==> src/rtl/if_fetch.sv <==
// Instruction fetch unit: owns the PC, keeps at most one word read outstanding
// and buffers returned words in a small prefetch FIFO whose head feeds IF/ID.
module if_fetch #(
   parameter logic [31:0] RESET_PC = 32'h0000_0000,
   parameter int          DEPTH    = 2
) (
   input  logic        clk,
   input  logic        rst,
   input  logic        hold_flag_i,
   input  logic        jump_flag_i,
   input  logic [31:0] jump_addr_i,
   output logic        mem_req_o,
   output logic [31:0] mem_addr_o,
   input  logic        mem_gnt_i,
   input  logic        mem_rvalid_i,
   input  logic [31:0] mem_rdata_i,
   output logic [31:0] inst_o,
   output logic [31:0] inst_addr_o,
   output logic        inst_valid_o
);
   localparam int          AW  = (DEPTH > 1) ? $clog2(DEPTH) : 1;
   localparam int          CW  = AW + 1;
   localparam logic [31:0] NOP = 32'h0000_0013;

   typedef enum logic [1:0] {S_IDLE, S_REQ, S_WAIT} state_t;

   state_t         r_state;
   state_t         w_state_nxt;
   logic [31:0]    r_pc;
   logic [31:0]    r_req_addr;
   logic [31:0]    r_out_addr;
   logic           r_drop;
   logic           r_stale;
   logic [CW-1:0]  r_count;
   logic [AW-1:0]  r_wptr;
   logic [AW-1:0]  r_rptr;
   logic [31:0]    r_fifo_addr [DEPTH];
   logic [31:0]    r_fifo_inst [DEPTH];

   logic [31:0]    w_jaddr;
   logic           w_valid;
   logic           w_pop;
   logic           w_in_wait;
   logic           w_resp;
   logic           w_push;
   logic [CW:0]    w_occ;
   logic           w_room;
   logic           w_req;
   logic [31:0]    w_addr;
   logic           w_gnt;
   logic           w_new_gnt;

   assign w_jaddr   = jump_addr_i & ~32'd3;
   assign w_valid   = (r_count != '0);
   assign w_pop     = w_valid & ~hold_flag_i & ~jump_flag_i;
   assign w_in_wait = (r_state == S_WAIT);
   assign w_resp    = w_in_wait & mem_rvalid_i;
   assign w_push    = w_resp & ~r_drop & ~jump_flag_i;

   // The outstanding fetch always reserves a slot, even if it will be dropped.
   assign w_occ  = {1'b0, r_count} + {{CW{1'b0}}, w_in_wait} - {{CW{1'b0}}, w_pop};
   assign w_room = jump_flag_i | (w_occ < (CW+1)'(DEPTH));

   always_comb begin
      w_state_nxt = r_state;
      w_req       = 1'b0;
      w_addr      = jump_flag_i ? w_jaddr : r_pc;
      case (r_state)
         S_IDLE: begin
            if (w_room & ~rst) begin
               w_req       = 1'b1;
               w_state_nxt = mem_gnt_i ? S_WAIT : S_REQ;
            end
         end
         S_REQ: begin
            w_req  = 1'b1;
            w_addr = r_req_addr;
            if (mem_gnt_i) w_state_nxt = S_WAIT;
         end
         S_WAIT: begin
            if (mem_rvalid_i) begin
               if (w_room) begin
                  w_req       = 1'b1;
                  w_state_nxt = mem_gnt_i ? S_WAIT : S_REQ;
               end else begin
                  w_state_nxt = S_IDLE;
               end
            end
         end
         default: w_state_nxt = S_IDLE;
      endcase
   end

   assign w_gnt     = w_req & mem_gnt_i;
   assign w_new_gnt = w_gnt & (r_state != S_REQ);

   always_ff @(posedge clk or posedge rst) begin
      if (rst) begin
         r_state <= S_IDLE;
         r_pc    <= RESET_PC;
         r_drop  <= 1'b0;
         r_stale <= 1'b0;
      end else begin
         r_state <= w_state_nxt;

         // A request launched this cycle already carries the jump target.
         if (w_new_gnt)
            r_pc <= w_addr + 32'd4;
         else if (jump_flag_i)
            r_pc <= w_jaddr;
         else if (w_gnt & ~r_stale)
            r_pc <= w_addr + 32'd4;

         r_stale <= (r_state == S_REQ) & ~w_gnt & (r_stale | jump_flag_i);

         if (w_gnt)
            r_drop <= (r_state == S_REQ) & (jump_flag_i | r_stale);
         else if (w_resp)
            r_drop <= 1'b0;
         else if (jump_flag_i & w_in_wait)
            r_drop <= 1'b1;
      end
   end

   always_ff @(posedge clk or posedge rst) begin
      if (rst) begin
         r_count <= '0;
         r_wptr  <= '0;
         r_rptr  <= '0;
      end else if (jump_flag_i) begin
         r_count <= '0;
         r_wptr  <= '0;
         r_rptr  <= '0;
      end else begin
         if (w_push) r_wptr <= r_wptr + AW'(1);
         if (w_pop)  r_rptr <= r_rptr + AW'(1);
         r_count <= r_count + {{(CW-1){1'b0}}, w_push} - {{(CW-1){1'b0}}, w_pop};
      end
   end

   always_ff @(posedge clk) begin
      if (w_gnt) r_out_addr <= w_addr;
      if (w_req & ~mem_gnt_i & (r_state != S_REQ)) r_req_addr <= w_addr;
      if (w_push) begin
         r_fifo_addr[r_wptr] <= r_out_addr;
         r_fifo_inst[r_wptr] <= mem_rdata_i;
      end
   end

   assign mem_req_o    = w_req;
   assign mem_addr_o   = w_addr;
   assign inst_valid_o = w_valid;
   assign inst_o       = w_valid ? r_fifo_inst[r_rptr] : NOP;
   assign inst_addr_o  = w_valid ? r_fifo_addr[r_rptr] : 32'h0;

endmodule
==> config.mk <==
export PLATFORM = sky130hd
export DESIGN_NAME = if_fetch
export DESIGN_NICKNAME = d
export VERILOG_FILES = /design/src/rtl/if_fetch.sv
export SDC_FILE = /design/constraint.sdc
export NUM_CORES = 1
export LEC_CHECK = 0
export CORE_ASPECT_RATIO = 0.5
export CORE_MARGIN = 2
export CORE_UTILIZATION = 26
export DETAILED_ROUTE_END_ITERATION = 8
export PLACE_DENSITY_LB_ADDON = 0.12
export SYNTH_ARGS = -nofsm -noshare
export SYNTH_HDL_FRONTEND = slang
export SYNTH_SLANG_ARGS = --single-unit
==> constraint.sdc <==
create_clock -name clk -period 14.4 [get_ports clk]
set_clock_uncertainty 0.05 [all_clocks]
set_input_delay 3.6 -clock clk [delete_from_list [all_inputs] [get_ports clk]]
set_output_delay 3.6 -clock clk [all_outputs]
set_load 0.03 [all_outputs]
# Word level (Yosys, flattened, before mapping)
# Memories as Yosys holds them, arrays and structs flattened.
# Cells that the tools add are included.
# totals
ramBits	128
memories	2
wordCells	83
ff_bits	104
# classes
n_bitwise	24
n_eq_ne	6
n_reduce_logical	7
addsub	7
mux	27
n_lt_le_gt_ge	1
# memory_table
name	words	width	rd	rd_ports_with_merged_regs	write_ports	line	text
r_fifo_addr	2	32	1	0	1	37	logic [31:0] r_fifo_addr [DEPTH];
r_fifo_inst	2	32	1	0	1	38	logic [31:0] r_fifo_inst [DEPTH];
# op_table
cell	count
$mux W32	7
$add A32 B3 Y32 const B	1
$and A1 B1 Y1	15
$mux W1	12
$mux W2	6
$not A1 Y1	7
$ne A2 B2 Y1 const B	3
$pmux W2 S3	1
$reduce_bool A2 Y1	3
$reduce_bool A3 Y1	2
$add A2 B1 Y3	1
$lt A3 B2 Y1 const B	1
$pmux W1 S3	1
$reduce_and A3 Y1	1
$sub A3 B1 Y3	1
$add A1 B1 Y1 const B	2
$add A2 B1 Y2	1
$eq A2 B1 Y1 const B	1
$eq A2 B2 Y1 const B	1
$logic_not A2 Y1	1
$ne A2 B1 Y1 const B	1
$or A1 B1 Y1	2
$sub A2 B1 Y2	1

# Longest topological paths before layout
# depth
ltp_word	14
mapped_depth	18
ltp_nobuf	12

# Least setup slack after synthesis
# Ideal clock, no wire load.
# synth_timing
kind	input-to-reg
from	in jump_flag_i
to	mem r_fifo_addr[0][0], enable pin
required_ps	13706
slack_ps	2880
n_path_buf	6
arrival_ps	10826
setup_ps	644
cell_stages	7
path_cell_list	buf_4 buf_4 buf_4 buf_2 clkbuf_1 clkbuf_1 nor4_1
# synth_via
elab_chain_cells	4
# synth_lines
item	line	text
from (decl)	10	input logic jump_flag_i,
$not A1 Y1	58	assign w_push = w_resp & ~r_drop & ~jump_flag_i;
$and A1 B1 Y1	58	
$mux W1	144	if (w_push) begin
$mux W1 (not written as such)	145	r_fifo_addr[r_wptr] <= r_out_addr;
to (decl)	37	
# No other way between the ends.

# Final worst setup path
# layout_timing
from	in hold_flag_i
to	out mem_req_o
# layout_via
elab_chain_cells	9
# layout_lines
item	line	text
from (decl)	9	input logic hold_flag_i,
$not A1 Y1 (*)	55	assign w_pop = w_valid & ~hold_flag_i & ~jump_flag_i;
$and A1 B1 Y1 (*) (2 in a row)	55	
$sub A3 B1 Y3 (*)	61	assign w_occ = {1'b0, r_count} + {{CW{1'b0}}, w_in_wait} - {{CW{1'b0}}, w_pop};
$lt A3 B2 Y1 (*)	62	assign w_room = jump_flag_i | (w_occ < (CW+1)'(DEPTH));
$or A1 B1 Y1 (*)	62	
$mux W1 or $and A1 B1 Y1 (tied branches)	82, 70	
$mux W1, on equally long branches	81, 70	
$pmux W1 S3 (*)	68	case (r_state)
to (decl)	12	output logic mem_req_o,
# Every way passes the cells marked *; elsewhere a longest branch is shown, timed or not.

==> impl_results.md <==
* Final slew viol count at 0
* Syn nets at 794
* Die W at 285 um
* Fmax at 97.4 MHz
* Switch share at 35.8%
* Clock share of power at 27.0%
* CTS tree: built
* Part of the total power dissipated in sequential elements at 36.8%
* PortBufs at 165
* Total Power at 2.64 mW
* Layout cell share with drive strength beyond 1 at 13.9%
* Slew headroom at 26.9%
* Register area share after synthesis at 66.0%
* Asr flop ratio synth at 17.2%
* Syn Inst Count at 721
* Final setup viols at 0
* Layout Nets at 966
* Setup TNS at 0 ns
* Clock transition at path regs at 0.06 ns
* Number of H-tree levels at 1
* Logic gate share of total power at 36.2%
* Maximum root-to-sink buffer count at 3
* Final hold vios at 0
* Resized cells post-CTS at 0
* Worst-Skew Late Latency at 0.54 ns
* WL/cell at 19.1 um
* Worst-Margin Slew at 1.09 ns
* Die area at 0.0411 mm2
* CTS hold repair buffers at 0
* CTS Root Cell: clkbuf_16
* RR Startpoint: r_state[0]
* Antenna cells at 0
* Sw Pwr at 0.946 mW
* VDD IR max at 70.4 uV
* Final Core Density at 34.6%
* Core area at 0.0389 mm2
* Worst Hold Class: flip-flop to flip-flop
* Gp weighted congestion at 0.718
* Tmin final at 10.27 ns
* Drt first pass iters at 7
* Top FF cell, synth: edfxtp_1
* GRT Util Overall at 13.3%
* Vias after detailed routing at 6461
* Syn_area_per_cell at 14.2 um2
* GR Overflow Total at 0
* Startpoint types: input pin
* Critical Path Start: hold_flag_i
* Worst Path Max Fanout at 5
* Initial core utilization at 26.4%
* First-pass GRT wire length at 41400 um
* Int Pwr at 1.70 mW
* Status: finished clean
* Number of flops mapped to enable cells by yosys at 192
* TritonCTS buffer count at 25
* Netlist cell types at 64
* Final ANT Viol Nets at 0
* Seq cells post-synth at 232
* DRC viols at 0
* Worst Path Required at 10.75 ns
* Synthesized cell area at 0.0103 mm2
* Die Ht at 144 um
* MaxCap Viol Count at 0
* PD cells at 197 mW/mm2
* Post-CTS Setup Inserts at 0
* Via density at 4.48
* Leakage at 4.51 nW
* Final Cycle Share at 71.3%
* CTS sink cnt at 232
* Commonest non-fill, non-tap cell in the layout: edfxtp_1
* Crit path kind: input pin to output pin
* Num rows at 51
* Total wire length at 27600 um
* Largest net degree at the start of global routing at 65
* DP HPWL at 17900 um
* Vias in the first global route at 6476
* RSZ-0062 raised after global routing: no
* CP Capture Type: output pin
* Area growth, synth to finish at 31.0%
* Synth warn at 0
* IO Count at 168
* Hold Crit Start: r_out_addr[16]
* Worst endpoint data arrival time at 6.62 ns
* Most frequent cells in the layout: 192 x edfxtp_1, 164 x clkdlybuf4s50_1, 90 x nor2_1
* Initial DRC count at 277
* Initial antenna violation count at 0
[area by class of cell]
cell class / instances / area, um2
multi-input cells: 440 / 3290
clock inverters: 17 / 250
inverters: 15 / 56.3
repair buffers: 179 / 1750
clock buffers: 29 / 651
fillers: 3797 / 25400
flip-flops and latches: 232 / 6770
well taps: 530 / 663
[cells in the mapped netlist (all sizes together), types with 3 or more instances]
cell type  count  area, um2
a22oi         11       82.6
xor2           9       78.8
buf           14        108
and2           4       25.0
and3           5       31.3
a32oi          4       35.0
a21oi         19       95.1
o22ai          6       37.5
xnor2         23        201
edfxtp       192       5770
o211ai         3       22.5
mux2i         82        825
nor2          92        345
nor4b          4       53.8
nor3          10       60.1
a31oi          3       18.8
nand3         13       82.6
clkbuf        20       75.1
nor4          11        148
o21ai         29        145
nand2         35        134
mux2          44        507
dfrtp         40       1000
nand4          3       48.8
nor2b          4       25.0
inv           15       56.3
[worst paths after layout]
kind	endpoint	slack, ns	depth (start not counted)
min reg2reg	r_fifo_addr[0][16]	0.40	0
min in group asynchronous	r_pc[3]	3.30	2
max in group asynchronous	r_rptr	10.15	3
max reg2reg	r_out_addr[25]	10.69	10
min	r_fifo_addr[0][16]	0.40	0
max	mem_req_o	4.13	12
[critical path: stages]
cell,delay (ns)
clkdlybuf4s50_1,0.47
nor2_1,0.14
xor2_1,0.16
nand2_1,0.09
fa_1,0.38
xnor2_1,0.29
a21oi_1,0.21
nor2_1,0.16
nor2_1,0.05
o22a_1,0.27
inv_1,0.12
clkdlybuf4s50_1,0.68
[power by group through the flow]
stage / registers, mW / logic (mW) / clock network [mW]
final: 0.972 / 0.957 / 0.713
after global placement: 0.981 / 0.969 / 0
after CTS: 0.973 / 0.978 / 0.732
after floorplan: 0.955 / 0.622 / 0
after global routing: 0.987 / 1.04 / 0.760
after detailed placement: 0.987 / 0.974 / 0
[logic make-up (layout without fill, tap and decap cells)]
logic type,after synthesis,in the layout,share of synthesized area [%]
AO/OA/AOI/OAI,88,88,5.32
XOR/XNOR,32,32,2.73
adder cells (fa/ha/maj),3,3,0.439
buffers and inverters,49,240,2.33
flip-flops,232,232,66.0
multiplexers,126,126,13.0
AND/OR/NAND/NOR,191,191,10.2
[flip-flops by register name, indices dropped and copies added, names as in the netlist, 2 cells and up]
| register | flops |
|---|---|
| r_fifo_addr | 64 |
| r_fifo_inst | 64 |
| r_out_addr | 32 |
| r_pc | 32 |
| r_req_addr | 32 |
| r_count | 2 |
| r_state | 2 |
[layer usage]
layer	up-vias	track usage, %	routed length (um)
li1	3041	-	-
met1	3276	18.0	13000
met2	112	22.2	13100
met3	32	2.33	1040
met4	0	2.96	509
met5	-	0	0
[through the flow]
step                      hold WS, ns  setup slack (ns)  cell area, um2  cells
after global placement          0.378              4.15           12500   1396
final                           0.397              4.13           13400   1442
after floorplan                 0.371              2.88           10300    721
after detailed placement        0.384              4.14           12500   1396
after CTS                       0.401              4.12           13400   1442
after global routing            0.405              3.89           13400   1442
Power figures use the tool's default switching activity.
